$ cat src/rtl/interrupt_priority_unit.sv
// interrupt_priority_unit: 8259 IRR / priority resolver / ISR stage.
// Syncs IR lines, latches requests, resolves fixed/rotating priority,
// and maintains the in-service register for Control_logic.
//
// Ports:
//   clk, reset         clock, synchronous active-high reset
//   ir[7:0]            raw async request lines
//   ltim               1 = level-triggered, 0 = edge-triggered
//   imr[7:0]           interrupt mask, 1 = masked
//   aeoi, auto_rotate  AEOI mode, rotate-on-EOI mode
//   set_isr            strobe at first INTA
//   second_inta        strobe at end of second INTA
//   eoi, specific_eoi  EOI strobe and specific/non-specific select
//   eoi_level[2:0]     target level for specific EOI
//   int_req            registered INT request
//   irr, isr           request and in-service registers
//   highest_irr        highest unmasked pending level (7 if none)
//   highest_isr        highest in-service level (0 if none)
module interrupt_priority_unit #(
    parameter int EDGE_SYNC = 2
) (
    input  logic       clk,
    input  logic       reset,
    input  logic [7:0] ir,
    input  logic       ltim,
    input  logic [7:0] imr,
    input  logic       aeoi,
    input  logic       auto_rotate,
    input  logic       set_isr,
    input  logic       second_inta,
    input  logic       eoi,
    input  logic       specific_eoi,
    input  logic [2:0] eoi_level,
    output logic       int_req,
    output logic [7:0] irr,
    output logic [7:0] isr,
    output logic [2:0] highest_irr,
    output logic [2:0] highest_isr
);

    logic [7:0] sync_q [EDGE_SYNC];
    logic [7:0] irs;
    logic [7:0] irs_d;
    logic [2:0] lowest_prio;
    logic [2:0] ack_level;

    logic [7:0] cand;
    logic       cand_any;
    logic [2:0] cand_lvl;
    logic       isr_any;
    logic [2:0] isr_lvl;
    logic       int_req_nxt;
    logic [7:0] ack_mask;
    logic [7:0] irr_nxt;
    logic [7:0] isr_nxt;
    logic       eoi_hit;
    logic [2:0] eoi_lvl;
    logic       aeoi_hit;
    logic [2:0] lowest_nxt;
    logic [2:0] ack_nxt;

    assign irs = sync_q[EDGE_SYNC-1];

    // Scan from lowest priority up to highest so the last hit wins;
    // returns {found, level}.
    function automatic logic [3:0] find_first(
        input logic [7:0] vec,
        input logic [2:0] lowest
    );
        logic [3:0] res;
        logic [2:0] lvl;
        res = 4'b0;
        for (int k = 8; k >= 1; k--) begin
            lvl = lowest + 3'(k);
            if (vec[lvl]) res = {1'b1, lvl};
        end
        return res;
    endfunction

    // 0 = highest priority under the current rotation.
    function automatic logic [2:0] rank(
        input logic [2:0] lvl,
        input logic [2:0] lowest
    );
        return lvl - lowest - 3'd1;
    endfunction

    always_comb begin
        cand = irr & ~imr;
        {cand_any, cand_lvl} = find_first(cand, lowest_prio);
        {isr_any, isr_lvl}   = find_first(isr, lowest_prio);

        highest_irr = cand_any ? cand_lvl : 3'd7;
        highest_isr = isr_any ? isr_lvl : 3'd0;

        // highest_isr is the top set ISR bit, so beating it beats all.
        int_req_nxt = cand_any &&
            (!isr_any ||
             (rank(cand_lvl, lowest_prio) < rank(isr_lvl, lowest_prio)));

        ack_mask = 8'b0;
        if (set_isr && cand_any) ack_mask = 8'b1 << cand_lvl;

        if (ltim)
            irr_nxt = irs & ~ack_mask;
        else
            irr_nxt = (irr | (irs & ~irs_d)) & irs & ~ack_mask;

        eoi_hit  = eoi && (specific_eoi || isr_any);
        eoi_lvl  = specific_eoi ? eoi_level : isr_lvl;
        aeoi_hit = aeoi && second_inta;

        // Clears see the pre-update ISR; the set is applied last.
        isr_nxt = isr;
        if (eoi_hit) isr_nxt[eoi_lvl] = 1'b0;
        if (aeoi_hit) isr_nxt[ack_level] = 1'b0;
        isr_nxt = isr_nxt | ack_mask;

        lowest_nxt = lowest_prio;
        if (auto_rotate) begin
            if (aeoi_hit)
                lowest_nxt = ack_level;
            else if (eoi_hit)
                lowest_nxt = eoi_lvl;
        end

        ack_nxt = ack_level;
        if (set_isr) ack_nxt = cand_any ? cand_lvl : 3'd7;
    end

    always_ff @(posedge clk) begin
        if (reset) begin
            for (int i = 0; i < EDGE_SYNC; i++) sync_q[i] <= 8'b0;
            irs_d       <= 8'b0;
            irr         <= 8'b0;
            isr         <= 8'b0;
            int_req     <= 1'b0;
            lowest_prio <= 3'd7;
            ack_level   <= 3'd7;
        end else begin
            sync_q[0] <= ir;
            for (int i = 1; i < EDGE_SYNC; i++) sync_q[i] <= sync_q[i-1];
            irs_d       <= irs;
            irr         <= irr_nxt;
            isr         <= isr_nxt;
            int_req     <= int_req_nxt;
            lowest_prio <= lowest_nxt;
            ack_level   <= ack_nxt;
        end
    end

endmodule

$ cat config.mk
export PLATFORM = sky130hd
export DESIGN_NAME = interrupt_priority_unit
export DESIGN_NICKNAME = d
export VERILOG_FILES = /design/src/rtl/interrupt_priority_unit.sv
export SDC_FILE = /design/constraint.sdc
export NUM_CORES = 1
export LEC_CHECK = 0
export CORE_ASPECT_RATIO = 1.1
export CORE_UTILIZATION = 57
export CTS_CLUSTER_SIZE = 12
export DETAILED_ROUTE_END_ITERATION = 10
export PLACE_DENSITY_LB_ADDON = 0.15
export SYNTH_ARGS = -nofsm -noshare
export SYNTH_HDL_FRONTEND = slang
export SYNTH_SLANG_ARGS = --single-unit
export TNS_END_PERCENT = 30
$ cat constraint.sdc
create_clock -name clk -period 6.3 [get_ports clk]
set_input_delay 0.945 -clock clk [delete_from_list [all_inputs] [get_ports clk]]
set_output_delay 0.945 -clock clk [all_outputs]
set_load 0.01 [all_outputs]
==> impl_results.md, run 1 <==
- Outcome: finished, final reports clean
- CP endpoint kind: output pin
- Fin. Hold Viols: 0
- Most frequent cells in the layout: clkdlybuf4s50_1 (50), dfxtp_1 (47), nand2_1 (44), nor2_1 (35), nor2b_1 (33)
- Hold-fix buffer count after cts: 0
- Worst-margin pin slew: between 0.9 and 1 ns
- Syn. warnings: 0
- First-iteration detailed-routing DRC count: 373
- First-pass GRT wire length: 17,800 um
- Commonest non-fill, non-tap cell in the layout: clkdlybuf4s50_1
- Normalized max-slew margin: 36.7%
- Clk pwr share: just under 20%
- PostCTS Resize Cnt: 0
- Internal: 0.562 mW
- RSZ-0062 raised after global routing: false
- CP top delay family: buffers and inverters
- Crit path largest cell delay: 0.76 ns
- Xor and xnor area share after synthesis: 1.97%
- WP data arrival: 4.34 ns
- WP buf/inv: 5
- Worst endpoint required time: roughly 5.4 ns
- Vias in the first global route: 3,579
- Critical Path Fanout Max: 22
- Diode count: 0
- FMAX: about 190 MHz
- Post-route DRC: 0
- Die Area: ~7400 um2
- Static leakage power: 1.79 nW
- Main synth FF type: dfxtp_1
- Final HPWL DP: 7970 um
- Cell variety after synth: 68
- Finish-stage setup viols: 0
- H-tree depth: 2
- Die W: 82.0 um
- Simple-gate portion of the synthesized area: 22.8%
- Kind of critical path: register to output pin
- Skew final: 0.00656 ns
- Critical Path, Cell by Cell: buf_4 > inv_1 > buf_4 > ha_1 > inv_1 > mux4_2 > or3b_1 > or4b_4 > nand2_1 > clkdlybuf4s50_1
- Synth Area in Compound Gates: a little over a fifth
- Layout Nets: between 500 and 600
- RD Place Congestion: about 0.9
- Sum Neg Setup Slack: 0 ns
- Sequential Power Share: between 30% and 40%
- FP Rows: 31
- Clock Pin Slew Worst Setup and Hold Paths: 0.08 ns
- Root buffer cell: clkbuf_8
- Register area share after synthesis: a little under a quarter
- Drt wl/cell: ~19 um
- Die span in y: 90.0 um
- Peak VDD IR: 0.159 mV
- Sequential cell area: about 940 um2
- Pwr Total: roughly 0.88 mW
- Switch share: about 36%
- Nature of the critical path startpoint: register
- Syn Inst Count: 450
- Min-Delay Path Class: register to register
- Sink Count: 47
- Comb pwr share: 42.6%
- Detail Route Antenna Nets: 0
- Slowest-stage cell, CP: ha_1
- Area of the multi-input gates: 2860 um2
- Initial antenna violation count: 0
- Post-DP Area: about 4500 um2
- Main combinational cell family by area after synthesis: simple AND/OR/NAND/NOR gates
- Starting Density: 59.7%
- Final Cell Area: about 4600 um2
- Slew Limit Fails: 0
- Via/cell ratio: 6.66
- DRT Pass-1 Iters: 5
- Number of max-cap violations: 0
- Total wire length: between 10,000 and 15,000 um
- Total Routing Usage GR: 31.2%
- Syn nets: just under 500
- Post-Syn Area per Cell: between 8 and 9 um2
- Total CTS buffers: 5
- FFs w/ async S/R, synth: 0%
- Post-Synth Adder-Cell Area: ~2.9%
- Grt total ovfl: 0
- Clock tree buffer depth: 2
- Post-CTS Setup Inserts: 0
- Floorplan core area: about 6700 um2
- Number of port buffers: 50
- NetSw: about 0.32 mW
- Final period util: between 80 and 90%
- Fill cells: around 570
- CTS tree: yes
- Mux contribution to synthesized area: around 22%
- Pwr/cell area: 191 nW/um2
- Largest net degree at the start of global routing: 29
- I/O pin cnt: a little over 50
- Crit path time final: between 5 and 6 ns
- DR vias: between 3,000 and 4,000
- Clk_lat worst skew: about 0.30 ns
- Area of the mapped netlist: approximately 4000 um2
- Area Growth Syn to Fin: 14.9%
- Share of layout cells above drive strength 1: roughly 14%
- Post-synth EDFFs: 0
- Yosys reg bits: 47
## registers in the layout (all words and copies together) (netlist names)
register and count:
sync_q 16, irr 8, lowest_prio 3, irs_d 8
ack_level 3, isr 8, int_req 1
## cells by family (layout without fill, tap and decap cells)
logic type                 count (synthesis)  after routing
and+or+nand+nor                          174            174
adders and majority gates                  8              8
xor gates and xnor gates                   9              9
DFF                                       47             47
muxes                                     52             52
buffers and inverters                     48             77
AOI/OAI and AO/OA                        112            112
## cells in the mapped netlist, drive strengths merged, types with 4 or more instances
master	count	area, um2
buf	14	78.8
nand2	44	165
a221oi	4	35.0
nor2	35	131
and3	7	43.8
a211o	5	43.8
dfxtp	47	941
inv	9	33.8
mux4	29	653
mux2	10	113
o311ai	4	35.0
clkbuf	25	93.8
and2	7	48.8
mux2i	13	130
o21ai	16	80.1
nor3b	8	60.1
a211oi	9	67.6
o21a	4	30.0
o211a	6	60.1
nor2b	33	206
o211ai	6	45.0
nor3	10	50.1
nand2b	9	56.3
ha	6	75.1
and3b	4	35.0
o32ai	6	52.6
a21oi	12	60.1
or2	4	25.0
xnor2	7	61.3
a22o	4	35.0
## metal layers
| layer | global-route usage [%] | part of all wire (%) | vias to the layer above |
|---|---|---|---|
| li1 | - | - | 1749 |
| met1 | 43.4 | 42 | 1811 |
| met2 | 49.4 | 49 | 158 |
| met3 | 3.25 | 6.8 | 20 |
| met4 | 11.3 | 2.2 | 0 |
| met5 | 0 | 0 | - |
## worst paths after layout
kind | from | cells after the start | slack, ns | endpoint
worst max register to register | lowest_prio[0] | 16 | 1.43 | int_req
worst min register to register | sync_q[0][3] | 1 | 0.44 | sync_q[0][11]
worst max-delay path | lowest_prio[0] | 10 | 1.02 | highest_irr[1]
worst min-delay path | sync_q[0][3] | 1 | 0.44 | sync_q[0][11]
## power groups by stage
stage | combinational, mW | clock [mW] | sequential, mW
floorplan | 0.268 | 0 | 0.327
global placement | 0.367 | 0 | 0.339
detailed placement | 0.373 | 0 | 0.339
CTS | 0.375 | 0.178 | 0.333
global route | 0.413 | 0.189 | 0.336
finish | 0.375 | 0.173 | 0.333
## stage by stage
stage | std cells | hold WS (ns) | utilization [%] | setup slack [ns]
after floorplan | 450 | 0.414 | - | 1.62
after global placement | 554 | 0.417 | 67.4 | 1.28
after detailed placement | 554 | 0.426 | 67.4 | 1.23
after CTS | 561 | 0.446 | 68.6 | 1.04
after global routing | 561 | 0.457 | 68.6 | 0.833
final | 561 | 0.441 | 68.6 | 1.02
## final cells by class
type	count	area share [%]
tap	82	2.23
clock inverter	2	0.299
inverter	9	0.734
timing repair buffer	61	12.7
sequential	47	20.4
multi-input combinational	355	62.1
clock buffer	5	1.49
Power figures use the tool's default switching activity.
==> inputs of run 2 (changes only) <==
==> constraint.sdc (replaced) <==
create_clock -name clk -period 5.2 [get_ports clk]
set_input_delay 0.78 -clock clk [delete_from_list [all_inputs] [get_ports clk]]
set_output_delay 0.78 -clock clk [all_outputs]
set_load 0.01 [all_outputs]
==> run 2 against run 1 <==
- flip-flop and latch count unchanged
- clock-buffer cell count increased by 1
- register-to-register slack got worse by 0.55 ns
- sequential share of layout area decreased by 0.17 points
- global-route usage decreased by 1.1 points
- via count increased by 1.4%
- utilization increased by 0.58 points
- sequential power increased by 20%
- non-clock buffer count increased by 3
- combinational power increased by 24%
- critical path type is now input pin to output pin
- critical endpoint unchanged
- largest power group unchanged
==> impl_results.md, run 2 (synthesis results as in run 1) <==
- Pwr/cell area: 235 nW/um2
- Finish-stage setup viols: 0
- RD Place Congestion: just over 0.9
- Total Routing Usage GR: between 30% and 40%
- WP data arrival: about 4 ns
- Vias in the first global route: roughly 3,600
- Largest register FFs: 16
- Switch share: about 36%
- Biggest register: sync_q
- Critical Path, Cell by Cell: clkdlybuf4s50_1 > and3b_1 > or2_1 > mux4_2 > or3b_1 > or4b_4 > nand2_1 > clkdlybuf4s50_1
- RSZ-0062 raised after global routing: false
- Area Growth Syn to Fin: 15.8%
- Share of layout cells above drive strength 1: 14.7%
- H-tree depth: 2
- Slowest-stage cell, CP: or4b_4
- Comb pwr share: roughly 43%
- Critical Path Fanout Max: 6
- Slew Limit Fails: 0
- Most frequent CP cell: clkdlybuf4s50_1
- Post-CTS Setup Inserts: 0
- First-iteration detailed-routing DRC count: between 300 and 400
- Starting Density: about 60%
- Total wire length: around 11,000 um
- Min-Delay Path Class: register to register
- Clk_lat worst skew: around 0.30 ns
- Drt wl/cell: roughly 19 um
- Worst-case reg-to-reg path depth: 16
- Die Area: ~7400 um2
- Pwr Total: between 1 and 1.5 mW
- Die span in y: about 90 um
- Kind of critical path: input pin to output pin
- PostCTS Resize Cnt: 0
- Normalized max-slew margin: 41.9%
- CP endpoint kind: output pin
- Grt total ovfl: 0
- NetSw: just under 0.4 mW
- FMAX: ~210 MHz
- Hold path depth: 1
- Number of max-cap violations: 0
- Initial antenna violation count: 0
- Worst-margin pin slew: roughly 0.86 ns
- Crit path time final: roughly 4.8 ns
- Hold-fix buffer count after cts: 0
- Fin. Hold Viols: 0
- Floorplan core area: roughly 6700 um2
- Die W: 82.0 um
- Commonest non-fill, non-tap cell in the layout: clkdlybuf4s50_1
- Outcome: finished, final reports clean
- Diode count: 0
- Static leakage power: 1.81 nW
- FP Rows: 31
- Internal: between 0.6 and 0.7 mW
- Sequential Power Share: between 30 and 40%
- DRT Pass-1 Iters: 5
- Nature of the critical path startpoint: input pin
- Final HPWL DP: ~8000 um
- DR vias: around 3,800
- Final period util: about nine tenths
- First-pass GRT wire length: 17,400 um
- Clock Pin Slew Worst Setup and Hold Paths: 0.08 ns
- Skew final: between 0.003 and 0.004 ns
- Most frequent cells in the layout: clkdlybuf4s50_1 (50), dfxtp_1 (47), nand2_1 (44), nor2_1 (35), nor2b_1 (33)
- Layout Nets: just over 500
- Post-route DRC: 0
- Worst endpoint required time: ~4.4 ns
- Crit path largest cell delay: between 0.6 and 0.7 ns
- Root buffer cell: clkbuf_8
- Largest net degree at the start of global routing: 40
- Clk pwr share: between 20% and 30%
- Peak VDD IR: about 0.29 mV
- Via/cell ratio: between 6 and 7
- Total CTS buffers: 5
- I/O pin cnt: about 50
- CTS tree: yes
- Sum Neg Setup Slack: 0 ns
- Clock tree buffer depth: 2
- Detail Route Antenna Nets: 0
- Number of port buffers: 50
- Sink Count: 47
-- run 2: cell count changes in the layout (fill, tap and decap cells not counted), sizes merged --
cell	delta
clkbuf	+1
clkinvlp	+1
buf	+3
clkinv	-1
-- run 2: through the flow --
stage	area (um2)	worst slack, ns	hold WS, ns	cells	utilization, %
floorplan	4010	0.519	0.414	450	-
global placement	4540	0.524	0.420	557	67.7
detailed placement	4540	0.459	0.425	557	67.7
CTS	4640	0.448	0.450	565	69.2
global route	4640	0.338	0.458	565	69.2
finish	4640	0.434	0.443	565	69.2
-- run 2: worst max-delay path: cells and delay by family --
family                 cells  cell delay, ns
AND/OR/NAND/NOR            5            1.62
buffers and inverters      2            1.04
multiplexers               1            0.53
-- run 2: final timing paths --
| check | slack (ns) | from | end |
|---|---|---|---|
| setup / recovery | 0.43 | imr[6] | highest_irr[1] |
| hold / removal | 0.44 | sync_q[0][5] | sync_q[0][13] |
| setup reg to reg | 0.88 | lowest_prio[0] | int_req |
| hold reg to reg | 0.44 | sync_q[0][5] | sync_q[0][13] |
-- run 2: area by class of cell --
class                   count  area, um2
multi-input cells         355       2860
flip-flops and latches     47        941
well taps                  82        103
clock buffers               6       82.6
repair buffers             64        606
inverters                   9       33.8
fillers                   558       2070
clock inverters             2       16.3
-- run 2: power by group through the flow --
stage / Combinational [mW] / Clock [mW] / Sequential, mW
after floorplan: 0.324 / 0 / 0.396
after global placement: 0.453 / 0 / 0.405
after detailed placement: 0.459 / 0 / 0.406
after CTS: 0.462 / 0.234 / 0.397
after global routing: 0.505 / 0.250 / 0.400
final: 0.465 / 0.230 / 0.398
-- run 2: routing by layer --
metal  global-route usage [%]  wire [um]
met1                     39.4       4380
met2                     50.3       5420
met3                     4.57        770
met4                     9.06        202
met5                        0          0
